<file path="config.mk">
export PLATFORM = sky130hd
export DESIGN_NAME = flash_stream_sched
export DESIGN_NICKNAME = d
export VERILOG_FILES = /design/src/rtl/spi_pkg.sv /design/src/rtl/stream_pkg.sv /design/src/rtl/flash_stream_sched_pingpong_track.sv /design/src/rtl/flash_stream_sched.sv
export SDC_FILE = /design/constraint.sdc
export NUM_CORES = 1
export LEC_CHECK = 0
export CORE_MARGIN = 5
export CORE_UTILIZATION = 55
export CTS_CLUSTER_DIAMETER = 150
export DETAILED_ROUTE_END_ITERATION = 7
export GPL_ROUTABILITY_DRIVEN = 0
export PLACE_DENSITY = 0.79
export SYNTH_ARGS = -nofsm -noshare
export SYNTH_HDL_FRONTEND = slang
export SYNTH_HIERARCHICAL = 1
export SYNTH_SLANG_ARGS = --single-unit
</file>
<file path="constraint.sdc">
create_clock -name clk -period 3.1 [get_ports clk]
set_clock_uncertainty 0.1 [all_clocks]
set_input_delay 0.93 -clock clk [delete_from_list [all_inputs] [get_ports clk]]
set_output_delay 0.93 -clock clk [all_outputs]
set_load 0.01 [all_outputs]
</file>
<file path="src/rtl/spi_pkg.sv">
// Shared SPI-controller command encoding.
package spi_pkg;

  typedef enum logic [1:0] {
    CMD_NONE  = 2'd0,
    CMD_ERASE = 2'd1,
    CMD_WRITE = 2'd2,
    CMD_END   = 2'd3
  } cmd_t;

endpackage

</file>
<file path="src/rtl/stream_pkg.sv">
// Types for the UART-to-flash stream scheduler.
package stream_pkg;

  typedef enum logic [2:0] {
    ST_IDLE   = 3'd0,
    ST_ERASE  = 3'd1,
    ST_WRITE  = 3'd2,
    ST_WAIT   = 3'd3,
    ST_FINISH = 3'd4,
    ST_DONE   = 3'd5
  } sched_state_t;

  typedef enum logic {
    BUF_FREE = 1'b0,
    BUF_FULL = 1'b1
  } buf_state_t;

endpackage

</file>
<file path="src/rtl/flash_stream_sched_pingpong_track.sv">
// Ownership tracker for two ping-pong block buffers.
//   claim_req     : producer event (wr_full or wr_last) this cycle
//   claim_len     : bytes to commit to the fill buffer; 0 commits nothing
//   drain_release : consumer finished the drain buffer
//   fill_sel/drain_sel : buffer indices for producer / consumer
//   fill_ready    : fill buffer is FREE
//   overrun       : sticky, producer event while fill_ready=0
//   drain_full/drain_len : state and stored length of the drain buffer
module pingpong_track
  import stream_pkg::*;
#(
  parameter int unsigned BLOCK_SIZE = 256,
  localparam int unsigned LW = $clog2(BLOCK_SIZE) + 1
) (
  input  logic          clk,
  input  logic          n_rst,
  input  logic          claim_req,
  input  logic [LW-1:0] claim_len,
  input  logic          drain_release,
  output logic          fill_sel,
  output logic          drain_sel,
  output logic          fill_ready,
  output logic          overrun,
  output logic          drain_full,
  output logic [LW-1:0] drain_len
);

  buf_state_t [1:0]          buf_st_q, buf_st_d;
  logic       [1:0][LW-1:0]  buf_len_q, buf_len_d;
  logic                      fill_sel_q, fill_sel_d;
  logic                      drain_sel_q, drain_sel_d;
  logic                      overrun_q, overrun_d;

  // Release and claim always target different buffers (FULL vs FREE),
  // so both can be applied in the same cycle.
  always_comb begin
    buf_st_d    = buf_st_q;
    buf_len_d   = buf_len_q;
    fill_sel_d  = fill_sel_q;
    drain_sel_d = drain_sel_q;
    overrun_d   = overrun_q;
    if (drain_release) begin
      buf_st_d[drain_sel_q] = BUF_FREE;
      drain_sel_d           = ~drain_sel_q;
    end
    if (claim_req) begin
      if (!fill_ready) begin
        overrun_d = 1'b1;
      end else if (claim_len != '0) begin
        buf_st_d[fill_sel_q]  = BUF_FULL;
        buf_len_d[fill_sel_q] = claim_len;
        fill_sel_d            = ~fill_sel_q;
      end
    end
  end

  always_ff @(posedge clk or negedge n_rst) begin
    if (!n_rst) begin
      buf_st_q[0]  <= BUF_FREE;
      buf_st_q[1]  <= BUF_FREE;
      buf_len_q    <= '0;
      fill_sel_q   <= 1'b0;
      drain_sel_q  <= 1'b0;
      overrun_q    <= 1'b0;
    end else begin
      buf_st_q     <= buf_st_d;
      buf_len_q    <= buf_len_d;
      fill_sel_q   <= fill_sel_d;
      drain_sel_q  <= drain_sel_d;
      overrun_q    <= overrun_d;
    end
  end

  assign fill_sel   = fill_sel_q;
  assign drain_sel  = drain_sel_q;
  assign fill_ready = (buf_st_q[fill_sel_q] == BUF_FREE);
  assign overrun    = overrun_q;
  assign drain_full = (buf_st_q[drain_sel_q] == BUF_FULL);
  assign drain_len  = buf_len_q[drain_sel_q];

endmodule

</file>
<file path="src/rtl/flash_stream_sched.sv">
// Schedules ERASE/WRITE/END commands to the SPI flash controller from two
// ping-pong buffers filled by the UART producer.
//   wr_full/wr_last/wr_count : producer strobes and final partial count
//   fill_sel/fill_ready      : producer buffer and its availability
//   drain_sel                : buffer read by the SPI controller
//   cmd/cmd_valid/cmd_addr/cmd_len/cmd_done : one-in-flight command handshake
//   overrun                  : sticky producer overrun
//   done                     : END command completed
module flash_stream_sched
  import spi_pkg::*;
  import stream_pkg::*;
#(
  parameter int unsigned BLOCK_SIZE  = 256,
  parameter int unsigned SECTOR_SIZE = 65536,
  parameter logic [23:0] BASE_ADDR   = 24'h000000,
  localparam int unsigned LW = $clog2(BLOCK_SIZE) + 1
) (
  input  logic          clk,
  input  logic          n_rst,
  input  logic          wr_full,
  input  logic          wr_last,
  input  logic [LW-1:0] wr_count,
  output logic          fill_sel,
  output logic          fill_ready,
  output logic          drain_sel,
  output cmd_t          cmd,
  output logic          cmd_valid,
  output logic [23:0]   cmd_addr,
  output logic [LW-1:0] cmd_len,
  input  logic          cmd_done,
  output logic          overrun,
  output logic          done
);

  localparam logic [23:0]   SECTOR_MASK = 24'(SECTOR_SIZE - 1);
  localparam logic [23:0]   BLOCK_STEP  = 24'(BLOCK_SIZE);
  localparam logic [LW-1:0] BLOCK_LEN   = LW'(BLOCK_SIZE);

  sched_state_t  state_q, state_d;
  cmd_t          cmd_q, cmd_d;
  logic          cmd_valid_q, cmd_valid_d;
  logic [23:0]   cmd_addr_q, cmd_addr_d;
  logic [LW-1:0] cmd_len_q, cmd_len_d;
  logic          done_q, done_d;
  logic [23:0]   next_addr_q, next_addr_d;
  logic [23:0]   erased_q, erased_d;
  logic          erased_vld_q, erased_vld_d;
  logic          stream_end_q, stream_end_d;

  logic          accept_wr;
  logic          claim_req;
  logic [LW-1:0] claim_len;
  logic          drain_release;
  logic          drain_full;
  logic [LW-1:0] drain_len;
  logic          need_erase;

  // Producer strobes are ignored once the stream has completed.
  assign accept_wr = (state_q != ST_DONE);
  assign claim_req = accept_wr && (wr_full || wr_last);
  assign claim_len = wr_full ? BLOCK_LEN : wr_count;

  pingpong_track #(
    .BLOCK_SIZE (BLOCK_SIZE)
  ) u_track (
    .clk           (clk),
    .n_rst         (n_rst),
    .claim_req     (claim_req),
    .claim_len     (claim_len),
    .drain_release (drain_release),
    .fill_sel      (fill_sel),
    .drain_sel     (drain_sel),
    .fill_ready    (fill_ready),
    .overrun       (overrun),
    .drain_full    (drain_full),
    .drain_len     (drain_len)
  );

  // The valid flag keeps the very first sector from matching a stale record.
  assign need_erase = ((next_addr_q & SECTOR_MASK) == '0) &&
                      !(erased_vld_q && (erased_q == next_addr_q));

  always_comb begin
    state_d       = state_q;
    cmd_d         = cmd_q;
    cmd_valid_d   = cmd_valid_q;
    cmd_addr_d    = cmd_addr_q;
    cmd_len_d     = cmd_len_q;
    done_d        = done_q;
    next_addr_d   = next_addr_q;
    erased_d      = erased_q;
    erased_vld_d  = erased_vld_q;
    stream_end_d  = stream_end_q || (accept_wr && wr_last);
    drain_release = 1'b0;

    unique case (state_q)
      ST_IDLE: begin
        if (drain_full) begin
          state_d = need_erase ? ST_ERASE : ST_WRITE;
        end else if (stream_end_q) begin
          state_d = ST_FINISH;
        end
      end
      ST_ERASE: begin
        cmd_d       = CMD_ERASE;
        cmd_addr_d  = next_addr_q;
        cmd_len_d   = '0;
        cmd_valid_d = 1'b1;
        state_d     = ST_WAIT;
      end
      ST_WRITE: begin
        cmd_d       = CMD_WRITE;
        cmd_addr_d  = next_addr_q;
        cmd_len_d   = drain_len;
        cmd_valid_d = 1'b1;
        state_d     = ST_WAIT;
      end
      ST_FINISH: begin
        cmd_d       = CMD_END;
        cmd_addr_d  = next_addr_q;
        cmd_len_d   = '0;
        cmd_valid_d = 1'b1;
        state_d     = ST_WAIT;
      end
      ST_WAIT: begin
        if (cmd_done) begin
          cmd_d       = CMD_NONE;
          cmd_len_d   = '0;
          cmd_valid_d = 1'b0;
          state_d     = ST_IDLE;
          unique case (cmd_q)
            CMD_ERASE: begin
              erased_d     = next_addr_q;
              erased_vld_d = 1'b1;
            end
            CMD_WRITE: begin
              drain_release = 1'b1;
              next_addr_d   = next_addr_q + BLOCK_STEP;
            end
            CMD_END: begin
              done_d  = 1'b1;
              state_d = ST_DONE;
            end
            default: ;
          endcase
        end
      end
      ST_DONE: ;
      default: state_d = ST_IDLE;
    endcase
  end

  always_ff @(posedge clk or negedge n_rst) begin
    if (!n_rst) begin
      state_q      <= ST_IDLE;
      cmd_q        <= CMD_NONE;
      cmd_valid_q  <= 1'b0;
      cmd_addr_q   <= BASE_ADDR;
      cmd_len_q    <= '0;
      done_q       <= 1'b0;
      next_addr_q  <= BASE_ADDR;
      erased_q     <= '0;
      erased_vld_q <= 1'b0;
      stream_end_q <= 1'b0;
    end else begin
      state_q      <= state_d;
      cmd_q        <= cmd_d;
      cmd_valid_q  <= cmd_valid_d;
      cmd_addr_q   <= cmd_addr_d;
      cmd_len_q    <= cmd_len_d;
      done_q       <= done_d;
      next_addr_q  <= next_addr_d;
      erased_q     <= erased_d;
      erased_vld_q <= erased_vld_d;
      stream_end_q <= stream_end_d;
    end
  end

  assign cmd       = cmd_q;
  assign cmd_valid = cmd_valid_q;
  assign cmd_addr  = cmd_addr_q;
  assign cmd_len   = cmd_len_q;
  assign done      = done_q;

endmodule

</file>
# Word-level counts from Yosys, hierarchy flattened
# Cells that the tools add are included.
# Widths: inputs -> output; s select.
# totals
ff_bits,113
inputBits,14
output_inout_bits,41
elab_cells,100
# classes
add_sub_neg,1
order_cmp,4
n_eq_ne,12
mux,33
bitwise_logic,7
n_reduce_logical,26
# ops
operator,n
$mux 9,5
$pmux 9 s3,1
$add 24x9->24 const B,1
$eq 24x24->1,1
$logic_not 24->1,1
$bwmux 18,1
$reduce_and 3->1,5
$mux 2,6
$mux 3,4
$pmux 3 s4,1
$mux 1,10
$demux 9 s1,1
$reduce_bool 9->1,1
$pmux 2 s4,1
$reduce_and 2->1,4
$eq 3x2->1 const B,2
$eq 3x3->1 const B,2
$logic_and 1x1->1,6
$ne 3x3->1 const B,2
$eq 2x2->1 const B,2
$lt 1x2->1 const B,2
$not 1->1,4
$reduce_bool 4->1,1
$eq 3x1->1 const B,1
other kinds (15),18

# Longest topological paths before layout
# Gate-level depths: netlist of run 1.
# depth
word_depth,11
depth_mapped,9
mapped_depth_nobuf,6

# Hierarchy
# The synthesis of run 1 kept the hierarchy.
# modules_own_cells
module,n_inst,cells_per_inst,area_each_um2,seq_area_each_um2
flash_stream_sched,1,265,3265.6,1651.6
pingpong_track,1,72,1057.3,575.6

# Least setup slack after synthesis of run 1
# OpenSTA, ideal clock, no wires.
# synth_path
path_type,input to register
from,input port wr_full
to,register u_track/buf_len_q[11] (netlist bit)
setup_ns,0.125
t_arrival_ns,2.483
t_required_ns,2.875
path_slack_ns,0.392
stages,5
path_buffers,1
path_cell_list,or2_2 or4_4 o41ai_4 buf_6 mux2_4
# synth_between
elab_chain_len,3
word_cells_on_any_way,6
classes_between,mux (2); reduce/logical (4)
# synth_rtl
element,line_no,text
from (decl),flash_stream_sched.sv:20,"input logic wr_full,"
$mux 9 / $logic_or 1x1->1 (equally long branches),"flash_stream_sched.sv:61, flash_stream_sched.sv:60",
$reduce_bool 9->1 / $logic_and 1x1->1 (equally long branches),"flash_stream_sched_pingpong_track.sv:49, flash_stream_sched.sv:60",
$reduce_and 3->1 (no source line),-,
to (signal assigned),flash_stream_sched_pingpong_track.sv:67,buf_len_q <= buf_len_d;
to (decl),flash_stream_sched_pingpong_track.sv:29,"logic [1:0][LW-1:0] buf_len_q, buf_len_d;"
# Several ways; a longest one is shown, not always the timed one.
# A chain may end at the register's enable or synchronous reset.

# Worst setup path in the final report of run 1
# layout_path
from,input port wr_full
to,register u_track/buf_len_q[7] (netlist bit)
# layout_between
elab_chain_len,3
word_cells_on_any_way,6
classes_between,mux (2); reduce/logical (4)
# layout_rtl
element,line_no,text
$mux 9,flash_stream_sched.sv:61,assign claim_len = wr_full ? BLOCK_LEN : wr_count;
named net claim_len[8],flash_stream_sched.sv:52,logic [LW-1:0] claim_len;
$reduce_bool 9->1,flash_stream_sched_pingpong_track.sv:49,end else if (claim_len != '0) begin
$reduce_and 3->1 (no source line),-,
# The timed path passes the listed nets, and every way through them passes these cells.

==> results of run 1 <==
==> layer usage <==
| layer | track usage | vias to the layer above | wire, um |
|---|---|---|---|
| met5 | 0 | - | 0 |
| met2 | 0.275 | 66 | 3940 |
| met3 | 0.0502 | 9 | 378 |
| li1 | - | 1301 | - |
| met1 | 0.271 | 1401 | 4060 |
| met4 | 0.0609 | 0 | 100 |
==> state kept, by name (all words and copies together), names as in the netlist <==
name / count
cmd: 2
cmd_addr: 16
cmd_len: 9
cmd_valid: 1
done: 1
erased_q: 16
erased_vld_q: 1
next_addr_q: 16
state_q: 3
stream_end_q: 1
u_track/buf_len_q: 18
u_track/buf_st_q: 2
u_track/drain_sel: 1
u_track/fill_sel: 1
u_track/overrun: 1
==> power breakdown <==
part	switching, mW	internal, mW
clock network	0.428	0.379
logic	0.0446	0.0296
registers	0	1.16
total	0.472	1.57
==> worst max-delay path, delay by kind of cell <==
family          cells  cell delay, ps
buf+inv             1             530
mux                 1             370
compound gates      1             450
simple gates        2             820
==> synth_stat cells, types with 8 or more instances <==
cell / number
clkbuf_1: 9
nand3_1: 10
mux2_4: 12
mux2_2: 26
dfrtp_1: 89
nor4bb_1: 9
buf_4: 9
xnor2_1: 28
a21o_1: 11
nor2b_1: 8
mux2_1: 9
a22o_1: 14
nand2_1: 14
==> layout make-up <==
cell class                 instances  area share
clock buffer                       9      0.0241
clock inverter                     7      0.0156
inverter                           7     0.00511
multi-input combinational        219       0.368
sequential                        89       0.433
tap                              102      0.0248
timing repair buffer              70       0.129
==> worst max path at each step <==
stage                                              endpoint    start  depth (start not counted)  slack [ps]
after detailed placement       u_track/fill_sel$_DFFE_PN0N_  wr_full                          6        -230
after global placement    u_track/buf_len_q[11]$_DFFE_PN0P_  wr_full                          6        -160
after global routing       u_track/buf_len_q[2]$_DFFE_PN0P_  wr_full                          7          70
after floorplan           u_track/buf_len_q[11]$_DFFE_PN0P_  wr_full                          5         390
after CTS                  u_track/buf_len_q[7]$_DFFE_PN0P_  wr_full                          5         140
final                      u_track/buf_len_q[7]$_DFFE_PN0P_  wr_full                          5         140
==> per-stage QoR <==
stage          setup slack (ps)  cell area, um2  utilization  hold slack (ps)  TNS [ps]
2_1_floorplan               392            4350            -              320         0
3_3_place_gp               -158            4940        0.642              334     -1710
3_5_place_dp               -232            4940        0.642              340     -3190
4_1_cts                     145            5140        0.669              360         0
5_1_grt                    71.4            5140        0.669              387         0
6_report                    140            5140        0.669              363         0
==> cell families (layout without fill, tap and decap cells) <==
| logic type | count (synthesis) | after routing | share of synthesized area |
|---|---|---|---|
| DFF | 89 | 89 | 0.515 |
| and+or+nand+nor | 80 | 80 | 0.128 |
| muxes | 48 | 48 | 0.135 |
| AOI/OAI and AO/OA | 47 | 47 | 0.0938 |
| buffers and inverters | 36 | 93 | 0.0527 |
| xor gates and xnor gates | 34 | 34 | 0.0689 |
| adders and majority gates | 2 | 2 | 0.00579 |
| other | 1 | 8 | 0.000867 |
==> results.json, run 1 <==
{
  "outcome": "finished, final reports clean",
  "timing.rr.start": "state_q[1]$_DFFE_PN0P_",
  "cts_max_level": 3,
  "stdcell_count": 503,
  "synth_edf_count": 0,
  "setup.worst_path.start_class": "primary input",
  "dpl.cell_count": 487,
  "coreArea_mm2": 0.00769,
  "antenna_found_initial": 0,
  "min_path_cells": 1,
  "drc": 0,
  "crit_fanout": 8,
  "drt_pass1_iterations": 4,
  "die_width_um": 98.7,
  "fill_cells": 565,
  "drive_gt1_frac": 0.239,
  "num_io_pins": 55,
  "clock_sinks": 89,
  "hp-class": "reg2reg",
  "crit_path_end_kind": "register",
  "drt_iter0_markers": 103,
  "min-delay-start": "stream_end_q$_DFF_PN0_",
  "rsz0062_at_grt": "false",
  "numCtsBuffers": 9,
  "yosys.area.top_type": "dfrtp_1",
  "setup_violations": 0,
  "rows": 32,
  "io_buffer_count": 46,
  "clk_latency_ps": 360,
  "r2r_end": "u_track/buf_len_q[2]$_DFFE_PN0P_",
  "worst_pin_slew_ps": 645,
  "ys_types": 56,
  "required_ps": 3240,
  "vdd_ir_drop_max_uv": 255,
  "synthesis.area_mm2": 0.00432,
  "seq_area_mm2": 0.00223,
  "criticalPathCategory": "in2reg",
  "critPathArrivalTime_ps": 3100,
  "cellPowerDensity_mw_per_mm2": 397,
  "dominantRegCellSynth": "dfrtp_1",
  "post_cts_buffers": 0,
  "cts_tree": "built",
  "hpwl_um": 5990,
  "layout_common_cells": "89 x dfrtp_1, 45 x clkdlybuf4s50_1, 28 x xnor2_1",
  "async_reset_ff_frac": 1.00,
  "syn_inst": 337,
  "syn2layout_area_growth_pct": 19.0,
  "grt_pass1_wl_um": 14400,
  "clk_path_buf_depth": 2,
  "p_leak_nw": 2.48,
  "track_usage": 0.187,
  "cp_slowest_cell": "clkdlybuf4s50_1",
  "fp.dieH_um": 98.7,
  "ys_seq_area_frac": 0.515,
  "reg2regPathDepth": 7,
  "post-route-min-period_ps": 2960,
  "grt_overflow_total": 0,
  "min_period_over_period": 0.955,
  "fin_nets": 412,
  "synth_area_leaders": "dfrtp_1 52%, mux2_2 6.8%, xnor2_1 5.7%",
  "start_util": 0.562,
  "synth_top_area_frac": 0.515,
  "drv_slew": 0,
  "path_cells": "clkdlybuf4s50_1, or2_2, or4_4, o41ai_4, mux2_1",
  "ys_ff_latch": 89,
  "post_drt_wl_per_cell_um": 16.9,
  "wl_um": 8480,
  "routed_via_density": 5.52,
  "max_stage_delay_ps": 530,
  "multi_input_area_mm2": 0.00189,
  "dieArea_mm2": 0.00973,
  "cts_resized": 0,
  "final_common_cell": "dfrtp_1",
  "maxCapViolCount": 0,
  "vias": 2777,
  "final_hold_viol_count": 0,
  "finalPower_mw": 2.04,
  "clk_pin_slew_ps": 80,
  "fmax_ghz": 0.338,
  "grt_pass1_vias": 2855,
  "root_buffer": "clkbuf_8",
  "reg2reg_slack_ps": 660,
  "antenna_cells": 0,
  "syn_avg_cell_area_um2": 12.8,
  "grt_start_max_net_pins": 47,
  "relSlewSlack": 0.570,
  "cts_hold_buf": 0,
  "postRouteAntennaNets": 0,
  "yosysWarningCount": 6,
  "min_to": "stream_end_q$_DFF_PN0_"
}
Power figures use the tool's default switching activity.
==> run 2, diff against run 1 <==
HOLD_SLACK_MARGIN = 0.03   (was not set)
==> results of run 2 <==
Final layout, timing and power as in run 1 (identical DEF).
==> run 3, diff against run 2 <==
CAP_MARGIN = 5   (was not set)
SETUP_SLACK_MARGIN = 0.1   (was not set)
==> run 3 against run 2 <==
  * Critical path depth up 1
  * Wire length about the same
  * Worst setup slack better by 9.5 ps
  * Sequential cell count unchanged
  * Via count about the same
  * Register-to-register slack about the same
  * Cell count unchanged
  * Sequential share of layout area unchanged
==> results.json, run 3 (synthesized netlist as in run 1, its figures left out) <==
{
  "outcome": "finished, final reports clean",
  "swShare": 0.231,
  "internal_power_mw": 1.57,
  "grt_pass1_vias": 2855,
  "p_comb_frac": 0.036,
  "worst_pin_slew_ps": 648,
  "power.switching_mw": 0.472,
  "grt_pass1_wl_um": 14400,
  "setup_violations": 0,
  "drt_pass1_iterations": 4,
  "crit_path_end_kind": "register",
  "grt_overflow_total": 0,
  "die_width_um": 98.7,
  "finalSetupTns_ps": 0,
  "io_buffer_count": 46,
  "antenna_found_initial": 0,
  "vdd_ir_drop_max_uv": 255,
  "cts_resized": 0,
  "root_buffer": "clkbuf_8",
  "p_leak_nw": 2.48,
  "cts_max_level": 3,
  "min_path_cells": 1,
  "post_cts_buffers": 0,
  "layout_common_cells": "89 x dfrtp_1, 45 x clkdlybuf4s50_1, 28 x xnor2_1",
  "clk_path_buf_depth": 2,
  "post_drt_wl_per_cell_um": 16.9,
  "numCtsBuffers": 9,
  "post-route-min-period_ps": 2950,
  "criticalPathCategory": "in2reg",
  "routed_via_density": 5.52,
  "hp-class": "reg2reg",
  "postRouteAntennaNets": 0,
  "pwr-share-seq": 0.568,
  "cts_tree": "built",
  "relSlewSlack": 0.568,
  "drt_iter0_markers": 104,
  "regMostFlops": "u_track/buf_len_q",
  "maxCapViolCount": 0,
  "fmax_ghz": 0.339,
  "cts_hold_buf": 0,
  "final_hold_viol_count": 0,
  "clockPowerShare": 0.395,
  "final_area_mm2": 0.00514,
  "syn2layout_area_growth_pct": 19.0,
  "drive_gt1_frac": 0.239,
  "start_util": 0.562,
  "clk_latency_ps": 360,
  "setup.worst_path.start_class": "primary input",
  "crit_path_end": "u_track/buf_len_q[13]$_DFFE_PN0P_",
  "fin_nets": 412,
  "required_ps": 3250,
  "track_usage": 0.187,
  "place_area_mm2": 0.00494,
  "fp.dieH_um": 98.7,
  "r2r_end": "u_track/buf_len_q[2]$_DFFE_PN0P_",
  "largest_reg_flops": 18,
  "vias": 2778,
  "wl_um": 8480,
  "dieArea_mm2": 0.00973,
  "min_period_over_period": 0.952,
  "final_common_cell": "dfrtp_1",
  "clock_sinks": 89,
  "antenna_cells": 0,
  "drc": 0,
  "grt_start_max_net_pins": 47,
  "coreArea_mm2": 0.00769,
  "reg2reg_slack_ps": 650,
  "timing.rr.start": "state_q[1]$_DFFE_PN0P_",
  "crit_fanout": 8,
  "clk_pin_slew_ps": 90,
  "cellPowerDensity_mw_per_mm2": 397,
  "reg2regPathDepth": 7,
  "rows": 32,
  "rsz0062_at_grt": "false",
  "num_io_pins": 55,
  "cp-startpoint": "wr_full",
  "critPathArrivalTime_ps": 3100,
  "hpwl_um": 5990,
  "drv_slew": 0
}
run 3: area by class of cell:
| type | instances | area (um2) |
|---|---|---|
| sequential | 89 | 2230 |
| timing repair buffer | 70 | 663 |
| inverter | 7 | 26.3 |
| clock inverter | 7 | 80.1 |
| multi-input combinational | 219 | 1890 |
| fill | 565 | 2540 |
| clock buffer | 9 | 124 |
| tap | 102 | 128 |
run 3: power by group through the flow:
stage          Clock [mW]  Sequential, mW  Combinational [mW]
2_1_floorplan           0            1.18              0.0247
3_3_place_gp            0            1.18              0.0737
3_5_place_dp            0            1.18              0.0751
4_1_cts             0.816            1.16              0.0754
5_1_grt             0.874            1.16              0.0820
6_report            0.807            1.16              0.0742
run 3: critical path, cell delays in order:
cell and delay (ps):
clkdlybuf4s50_1 530, or2_2 360, or4_4 460, o41ai_4 330
buf_4 200, mux2_4 290
run 3: how the worst min path moves through the flow:
| stage | endpoint | slack (ps) | from |
|---|---|---|---|
| after floorplan | stream_end_q$_DFF_PN0_ | 320 | stream_end_q$_DFF_PN0_ |
| after global placement | stream_end_q$_DFF_PN0_ | 330 | stream_end_q$_DFF_PN0_ |
| after detailed placement | stream_end_q$_DFF_PN0_ | 340 | stream_end_q$_DFF_PN0_ |
| after CTS | stream_end_q$_DFF_PN0_ | 360 | stream_end_q$_DFF_PN0_ |
| after global routing | stream_end_q$_DFF_PN0_ | 390 | stream_end_q$_DFF_PN0_ |
| final | stream_end_q$_DFF_PN0_ | 360 | stream_end_q$_DFF_PN0_ |
run 3: metal layers:
layer  track usage  vias to the layer above  share of wire
met1         0.271                     1400           0.48
met4        0.0609                        0          0.012
li1              -                     1301              -
met5             0                        -              0
met3        0.0502                        9          0.046
met2         0.275                       68           0.46
run 3: stage by stage:
stage	worst slack, ps	util	hold WS, ps	instances	total power, mW
finish	149	0.669	363	503	2.04
global route	104	0.669	387	503	2.12
CTS	145	0.669	360	503	2.05
detailed placement	-232	0.642	340	487	1.26
global placement	-158	0.642	334	487	1.26
floorplan	392	-	320	344	1.21
